### config.mk
export PLATFORM = sky130hd
export DESIGN_NAME = hdmi_video_output
export DESIGN_NICKNAME = d
export VERILOG_FILES = /design/src/rtl/video_timing_pkg.sv /design/src/rtl/video_timing_gen.sv /design/src/rtl/hdmi_video_output.sv
export SDC_FILE = /design/constraint.sdc
export NUM_CORES = 1
export LEC_CHECK = 0
export BUFFER_PORTS_ARGS = -buffer_cell sky130_fd_sc_hd__buf_2
export CAP_MARGIN = 0
export CORE_AREA = 2 2 76 107
export CTS_BUF_LIST = sky130_fd_sc_hd__clkbuf_8
export CTS_CLUSTER_SIZE = 28
export DETAILED_ROUTE_END_ITERATION = 8
export DIE_AREA = 0 0 78 109
export MAX_ROUTING_LAYER = met4
export PLACE_DENSITY_LB_ADDON = 0.15
export SYNTH_ARGS = -nofsm -noshare
export SYNTH_HDL_FRONTEND = slang
export SYNTH_SLANG_ARGS = --single-unit
### constraint.sdc
create_clock -name clk -period 2.3 [get_ports clk]
set_input_delay 0.115 -clock clk [delete_from_list [all_inputs] [get_ports clk]]
set_output_delay 0.115 -clock clk [all_outputs]
set_load 0.005 [all_outputs]
### src/rtl/video_timing_pkg.sv
// Shared 640x480@60 timing defaults and counter types for the scan-out path.
// Contents: DEF_* timing defaults, HT/VT totals, SRC_W/SRC_H source image size,
// and the hcnt_t/vcnt_t counter typedefs.
package video_timing_pkg;

    localparam int unsigned DEF_CLKS_PER_PIXEL = 2;
    localparam int unsigned DEF_H_VISIBLE      = 640;
    localparam int unsigned DEF_H_FRONT        = 16;
    localparam int unsigned DEF_H_SYNC         = 96;
    localparam int unsigned DEF_H_BACK         = 48;
    localparam int unsigned DEF_V_VISIBLE      = 480;
    localparam int unsigned DEF_V_FRONT        = 10;
    localparam int unsigned DEF_V_SYNC         = 2;
    localparam int unsigned DEF_V_BACK         = 33;
    localparam int unsigned DEF_VEND_LEAD      = 3;

    localparam int unsigned HT = DEF_H_VISIBLE + DEF_H_FRONT + DEF_H_SYNC + DEF_H_BACK;
    localparam int unsigned VT = DEF_V_VISIBLE + DEF_V_FRONT + DEF_V_SYNC + DEF_V_BACK;

    localparam int unsigned SRC_W = 320;
    localparam int unsigned SRC_H = 240;

    typedef logic [9:0] hcnt_t;
    typedef logic [9:0] vcnt_t;

endpackage

### src/rtl/video_timing_gen.sv
// Pixel/line timing generator with PPU pacing strobes.
// Ports:
//   clk, rst_n        system clock, async active-low reset
//   pix_stb           1-clk pixel-rate enable (last phase of each pixel)
//   src_x             source column h[9:1] (row-buffer address)
//   raw_de/hsync/vsync undelayed DE and active-low syncs for the current (h, v)
//   rowram_swap       1-clk pulse at selected line ends; next_row valid with it
//   next_row          source row the PPU renders next; holds between swaps
//   vblank_start      1-clk pulse at end of the last visible line
//   vblank_end_soon   1-clk pulse VEND_LEAD lines before line 0
module video_timing_gen
    import video_timing_pkg::*;
#(
    parameter int unsigned CLKS_PER_PIXEL = DEF_CLKS_PER_PIXEL,
    parameter int unsigned H_VISIBLE      = DEF_H_VISIBLE,
    parameter int unsigned H_FRONT        = DEF_H_FRONT,
    parameter int unsigned H_SYNC         = DEF_H_SYNC,
    parameter int unsigned H_BACK         = DEF_H_BACK,
    parameter int unsigned V_VISIBLE      = DEF_V_VISIBLE,
    parameter int unsigned V_FRONT        = DEF_V_FRONT,
    parameter int unsigned V_SYNC         = DEF_V_SYNC,
    parameter int unsigned V_BACK         = DEF_V_BACK,
    parameter int unsigned VEND_LEAD      = DEF_VEND_LEAD
) (
    input  logic       clk,
    input  logic       rst_n,
    output logic       pix_stb,
    output logic [8:0] src_x,
    output logic       raw_de,
    output logic       raw_hsync,
    output logic       raw_vsync,
    output logic       rowram_swap,
    output logic [7:0] next_row,
    output logic       vblank_start,
    output logic       vblank_end_soon
);

    localparam int unsigned H_TOTAL   = H_VISIBLE + H_FRONT + H_SYNC + H_BACK;
    localparam int unsigned V_TOTAL   = V_VISIBLE + V_FRONT + V_SYNC + V_BACK;
    localparam int unsigned PHASE_W   = $clog2(CLKS_PER_PIXEL);
    localparam int unsigned HS_START  = H_VISIBLE + H_FRONT;
    localparam int unsigned HS_END    = HS_START + H_SYNC;
    localparam int unsigned VS_START  = V_VISIBLE + V_FRONT;
    localparam int unsigned VS_END    = VS_START + V_SYNC;
    localparam int unsigned VEND_LINE = V_TOTAL - 1 - VEND_LEAD;
    // Row 0 is rendered twice: primed late in vblank, then re-requested at the
    // end of the frame into a buffer that is never shown.
    localparam int unsigned PRIME_LINE = V_TOTAL - 3;
    localparam int unsigned LAST_LINE  = V_VISIBLE - 3;

    logic [PHASE_W-1:0] phase;
    hcnt_t              h;
    vcnt_t              v;
    logic               line_end;
    logic               swap_hit;
    logic [7:0]         swap_row;
    logic [7:0]         held_row;

    assign pix_stb  = (phase == PHASE_W'(CLKS_PER_PIXEL - 1));
    assign line_end = pix_stb && (h == hcnt_t'(H_TOTAL - 1));

    always_ff @(posedge clk or negedge rst_n) begin
        if (!rst_n) begin
            phase <= '0;
            h     <= '0;
            v     <= vcnt_t'(V_VISIBLE);
        end else begin
            phase <= pix_stb ? '0 : phase + 1'b1;
            if (line_end) begin
                h <= '0;
                v <= (v == vcnt_t'(V_TOTAL - 1)) ? '0 : v + 1'b1;
            end else if (pix_stb) begin
                h <= h + 1'b1;
            end
        end
    end

    // Each odd line finishes scanning source row s = v>>1, so the PPU moves on
    // to row s+2 (row s+1 is already in the back buffer).
    always_comb begin
        swap_hit = 1'b0;
        swap_row = '0;
        if (v == vcnt_t'(PRIME_LINE)) begin
            swap_hit = 1'b1;
        end else if (v == vcnt_t'(V_TOTAL - 1)) begin
            swap_hit = 1'b1;
            swap_row = 8'd1;
        end else if (v == vcnt_t'(LAST_LINE)) begin
            swap_hit = 1'b1;
        end else if (v[0] && (v < vcnt_t'(LAST_LINE))) begin
            swap_hit = 1'b1;
            swap_row = 8'(v[9:1]) + 8'd2;
        end
    end

    always_ff @(posedge clk or negedge rst_n) begin
        if (!rst_n) begin
            held_row <= '0;
        end else if (rowram_swap) begin
            held_row <= swap_row;
        end
    end

    assign rowram_swap     = line_end && swap_hit;
    assign next_row        = rowram_swap ? swap_row : held_row;
    assign vblank_start    = line_end && (v == vcnt_t'(V_VISIBLE - 1));
    assign vblank_end_soon = line_end && (v == vcnt_t'(VEND_LINE));

    assign src_x     = h[9:1];
    assign raw_de    = (h < hcnt_t'(H_VISIBLE)) && (v < vcnt_t'(V_VISIBLE));
    assign raw_hsync = !((h >= hcnt_t'(HS_START)) && (h < hcnt_t'(HS_END)));
    assign raw_vsync = !((v >= vcnt_t'(VS_START)) && (v < vcnt_t'(VS_END)));

endmodule

### src/rtl/hdmi_video_output.sv
// Scan-out stage: 640x480@60 timing, 2x upscaled row-buffer/palette fetch,
// 24-bit RGB + DE/HS/VS to the HDMI transmitter, and PPU pacing strobes.
// Ports:
//   clk, rst_n                 system clock, async active-low reset
//   hdmi_rowram_rdaddr/rddata  row-buffer read (1 clk latency), 10-bit index
//   hdmi_palram_rdaddr/rddata  palette read (1 clk latency), 2 colours/word
//   rowram_swap, next_row      PPU row-buffer swap pulse and next source row
//   vblank_start, vblank_end_soon  PPU frame pacing pulses
//   pix_stb                    pixel-rate enable
//   hdmi_de/hsync/vsync/rgb    video stream, 2 pixels behind the counters
module hdmi_video_output
    import video_timing_pkg::*;
#(
    parameter int unsigned CLKS_PER_PIXEL = DEF_CLKS_PER_PIXEL,
    parameter int unsigned H_VISIBLE      = DEF_H_VISIBLE,
    parameter int unsigned H_FRONT        = DEF_H_FRONT,
    parameter int unsigned H_SYNC         = DEF_H_SYNC,
    parameter int unsigned H_BACK         = DEF_H_BACK,
    parameter int unsigned V_VISIBLE      = DEF_V_VISIBLE,
    parameter int unsigned V_FRONT        = DEF_V_FRONT,
    parameter int unsigned V_SYNC         = DEF_V_SYNC,
    parameter int unsigned V_BACK         = DEF_V_BACK,
    parameter int unsigned VEND_LEAD      = DEF_VEND_LEAD
) (
    input  logic        clk,
    input  logic        rst_n,
    output logic [8:0]  hdmi_rowram_rdaddr,
    input  logic [9:0]  hdmi_rowram_rddata,
    output logic [8:0]  hdmi_palram_rdaddr,
    input  logic [63:0] hdmi_palram_rddata,
    output logic        rowram_swap,
    output logic [7:0]  next_row,
    output logic        vblank_start,
    output logic        vblank_end_soon,
    output logic        pix_stb,
    output logic        hdmi_de,
    output logic        hdmi_hsync,
    output logic        hdmi_vsync,
    output logic [23:0] hdmi_rgb
);

    logic        raw_de;
    logic        raw_hsync;
    logic        raw_vsync;
    logic        de_d1;
    logic        hs_d1;
    logic        vs_d1;
    logic        sel_hi;
    logic [23:0] colour;
    logic        unused_pal_bits;

    video_timing_gen #(
        .CLKS_PER_PIXEL(CLKS_PER_PIXEL),
        .H_VISIBLE     (H_VISIBLE),
        .H_FRONT       (H_FRONT),
        .H_SYNC        (H_SYNC),
        .H_BACK        (H_BACK),
        .V_VISIBLE     (V_VISIBLE),
        .V_FRONT       (V_FRONT),
        .V_SYNC        (V_SYNC),
        .V_BACK        (V_BACK),
        .VEND_LEAD     (VEND_LEAD)
    ) u_timing (
        .clk            (clk),
        .rst_n          (rst_n),
        .pix_stb        (pix_stb),
        .src_x          (hdmi_rowram_rdaddr),
        .raw_de         (raw_de),
        .raw_hsync      (raw_hsync),
        .raw_vsync      (raw_vsync),
        .rowram_swap    (rowram_swap),
        .next_row       (next_row),
        .vblank_start   (vblank_start),
        .vblank_end_soon(vblank_end_soon)
    );

    // Alpha/pad bytes of each palette colour are not used.
    assign unused_pal_bits = ^{hdmi_palram_rddata[63:56], hdmi_palram_rddata[31:24]};

    assign colour = sel_hi ? hdmi_palram_rddata[55:32] : hdmi_palram_rddata[23:0];

    // Stage 1 latches the row-buffer index (address went out one pixel ago);
    // stage 2 latches the palette colour. Syncs/DE travel alongside so they
    // stay aligned with the colour they belong to.
    always_ff @(posedge clk or negedge rst_n) begin
        if (!rst_n) begin
            hdmi_palram_rdaddr <= '0;
            sel_hi             <= 1'b0;
            de_d1              <= 1'b0;
            hs_d1              <= 1'b1;
            vs_d1              <= 1'b1;
            hdmi_de            <= 1'b0;
            hdmi_hsync         <= 1'b1;
            hdmi_vsync         <= 1'b1;
            hdmi_rgb           <= '0;
        end else if (pix_stb) begin
            hdmi_palram_rdaddr <= hdmi_rowram_rddata[9:1];
            sel_hi             <= hdmi_rowram_rddata[0];
            de_d1              <= raw_de;
            hs_d1              <= raw_hsync;
            vs_d1              <= raw_vsync;
            hdmi_de            <= de_d1;
            hdmi_hsync         <= hs_d1;
            hdmi_vsync         <= vs_d1;
            hdmi_rgb           <= de_d1 ? colour : '0;
        end
    end

endmodule

==> impl_metrics.toml <==
[power]
total_leakage_power_nw = 2.17
p_total_mw = 2.36
p_clk_share_pct = 37.2
p_sw_share_pct = 23.6
vdd_drop_max_uv = 275
p_comb_share_pct = 8.5
switchingPower_mw = 0.557
seqPwrFrac_pct = 54.2
p_int_mw = 1.80
power_per_cell_area_mw_per_mm2 = 508

[cells_and_area]
seq_area_sq_mm = 0.00174
final_common_cell = "buf_2"
drive_gt1_share_pct = 47.5
syn2layout_area_growth_pct = 36.6
n_antenna_cell = 0
nets = 531
final_cell_mix = "116 x buf_2, 61 x dfrtp_1, 28 x buf_4"
n_fill_cell = 658
final_util_pct = 61.0
multi_input_area_sq_mm = 0.00161

[timing]
fmax_mhz = 440
fin_hold_ws_ns = 0.00387
finalCriticalPeriod_ns = 2.28
tightest_slew_ns = 0.818
slew_headroom_pct = 45.3
min_period_over_period_pct = 98.9
drv_slew = 0
rsz0062_at_grt = "yes"
setup_tns_ns = 0
hold_viol = 0
setup_viol = 0
fin_worst_skew_ns = 0.00558

[floorplanning]
coreArea_sq_mm = 0.00761
die_w_microns = 78
die_h_microns = 109
rows = 38
start_util_pct = 44.7
pin_count = 133
dieArea_sq_mm = 0.00850

[critical_path]
crit_path_start_kind = "register"
cp_slowest_stage_delay_ns = 0.36
crit_chain = "inv_2, ha_2, nand3b_1, a32o_2, o31ai_4, buf_12, nand2_1, o21ai_2, buf_2"
arrival_ns = 2.16
endpoint_kind = "primary output"
crit_type = "register to primary output"
cp_max_fo = 7
worst_ep_required_time_ns = 2.18
slowest_stage = "dfrtp_1"

[drt]
dr.pass1.iters = 4
drcViolationCount = 0
vias = 2842
via_per_inst = 5.16
ant_nets = 0
drt_iter0_markers = 141
avgRoutedWirePerCell_microns = 15.4
postRouteWirelength_mm = 8.46

[status]
outcome = "finished, final reports clean"

[global_routing]
grt_pass1_wl_mm = 13.3
first_global_vias = 2812
grtUsageTotal_pct = 20.7
grt_max_degree = 47
antenna_found_initial = 0
grt_overflow = 0

[synthesis]
avgSynthCellArea_sq_um = 11.2
ys_warn_count = 0
synthArstFlopShare_pct = 100
synth-edff-count = 0
synth_nets = 388
synth_seq_cells = 69
yosysSeqAreaShare_pct = 51.1
syn_area_sq_mm = 0.00340
synth-main-ff-cell = "dfrtp_1"
ys_types = 40
synth_cells = 303

[placed_design]
gp_congestion = 0.844
hpwl_mm = 5.82
numPortBuffers = 116

[clock_network]
tritoncts_num_sinks = 69
clockRootBuffer = "clkbuf_8"
cts_tree = "yes"
path_clk_slew_ns = 0.07
clkLatencyLatePin_ns = 0.34
cts_buffers = 9
htreeDepth = 3
cts_buffer_depth = 2

[flow_run]
maxCapViolCount = 0

[worst_hold_path]
hold_path.class = "input pin to register"
power groups by stage:
stage	sequential, mW	combinational, mW	clock [mW]
2_1_floorplan	1.30	0.0576	0
3_3_place_gp	1.30	0.189	0
3_5_place_dp	1.30	0.193	0
4_1_cts	1.28	0.207	0.897
5_1_grt	1.28	0.226	0.948
6_report	1.28	0.202	0.878
kinds of logic after synthesis:
| logic type | Yosys count | synth area share, % |
|---|---|---|
| fa+ha+maj | 9 | 3.31 |
| mux | 37 | 11.3 |
| simple gates | 78 | 11.6 |
| compound gates | 58 | 12.5 |
| flops | 69 | 51.1 |
| buf+inv | 36 | 6.07 |
| xor+xnor | 16 | 4.12 |
critical path, delay by kind of cell, from the launching register on:
| family | cells | cell delay, ns |
|---|---|---|
| compound gates | 3 | 0.70 |
| fa+ha+maj | 1 | 0.17 |
| buf+inv | 3 | 0.36 |
| flops | 1 | 0.36 |
| simple gates | 2 | 0.23 |
synthesized netlist by cell type, types with 8 or more instances:
master      n  area (sq um)
o21ai_0    20           100
buf_4      10          75.1
ha_1        9           113
mux2i_1    25           250
nand2_1    32           120
dfstp_2     8           210
mux2_2     12           135
clkbuf_1   11          41.3
xnor2_1     9          78.8
dfrtp_1    61          1530
inv_1       9          33.8
nor2_1     11          41.3
nand3_1     8          40.0
o2bb2ai_1  24           210
metal layers:
metal / vias to the layer above / part of all wire, % / global-route usage, %
met2: 85 / 53 / 36.6
li1: 1357 / - / -
met5: - / 0 / -
met1: 1385 / 39 / 22.7
met4: 0 / 2.1 / 8.90
met3: 15 / 5.3 / 3.81
layout make-up:
class,instances,share of cell area (%)
Tap cell,100,2.69
Timing Repair Buffer,158,20.7
Sequential cell,69,37.4
Clock buffer,11,3.26
Inverter,10,0.808
Multi-Input combinational cell,198,34.7
Clock inverter,5,0.431
path summary, 6_finish.rpt:
path / from / to / slack, ns / cells past startpoint
max: u_timing.v[0]$_DFFE_PN0N_ / next_row[1] / 0.02 / 9
min: hdmi_rowram_rddata[9] / hdmi_palram_rdaddr[8]$_DFFE_PN0P_ / 0.004 / 2
max reg2reg: u_timing.h[0]$_DFFE_PN0P_ / u_timing.v[7]$_DFFE_PN1N_ / 0.25 / 6
min reg2reg: u_timing.held_row[6]$_DFF_PN0_ / u_timing.held_row[6]$_DFF_PN0_ / 0.47 / 2
max in group asynchronous: rst_n / u_timing.v[8]$_DFFE_PN1N_ / 1.28 / 3
min in group asynchronous: rst_n / hdmi_palram_rdaddr[0]$_DFFE_PN0P_ / 0.31 / 2
stage by stage:
step / instance area, sq um / setup WS, ns / std cells
after floorplan: 3400 / 0.267 / 303
after global placement: 4110 / 0.168 / 510
after detailed placement: 4110 / 0.158 / 510
after CTS: 4490 / 0.00175 / 543
after global routing: 4640 / -0.0862 / 551
final: 4640 / 0.0248 / 551
timing repair:
item / in CTS / in global routing
endpoints found under the hold margin: 30 / 0
resized for setup: 20 / 22
buffers inserted: 7 / 8
pin swaps: 5 / 7
hold buffers: 10 / 0
setup endpoints to repair: 10 / 10
sequential cells by signal (all words and copies together) (netlist names):
name and cells:
hdmi_rgb 24, u_timing.h 10, u_timing.pix_stb 1, sel_hi 1, u_timing.v 10, de_d1 1, hs_d1 1, vs_d1 1
hdmi_palram_rdaddr 9, u_timing.held_row 8, hdmi_vsync 1, hdmi_de 1, hdmi_hsync 1
(Power assumes the default switching activity.)
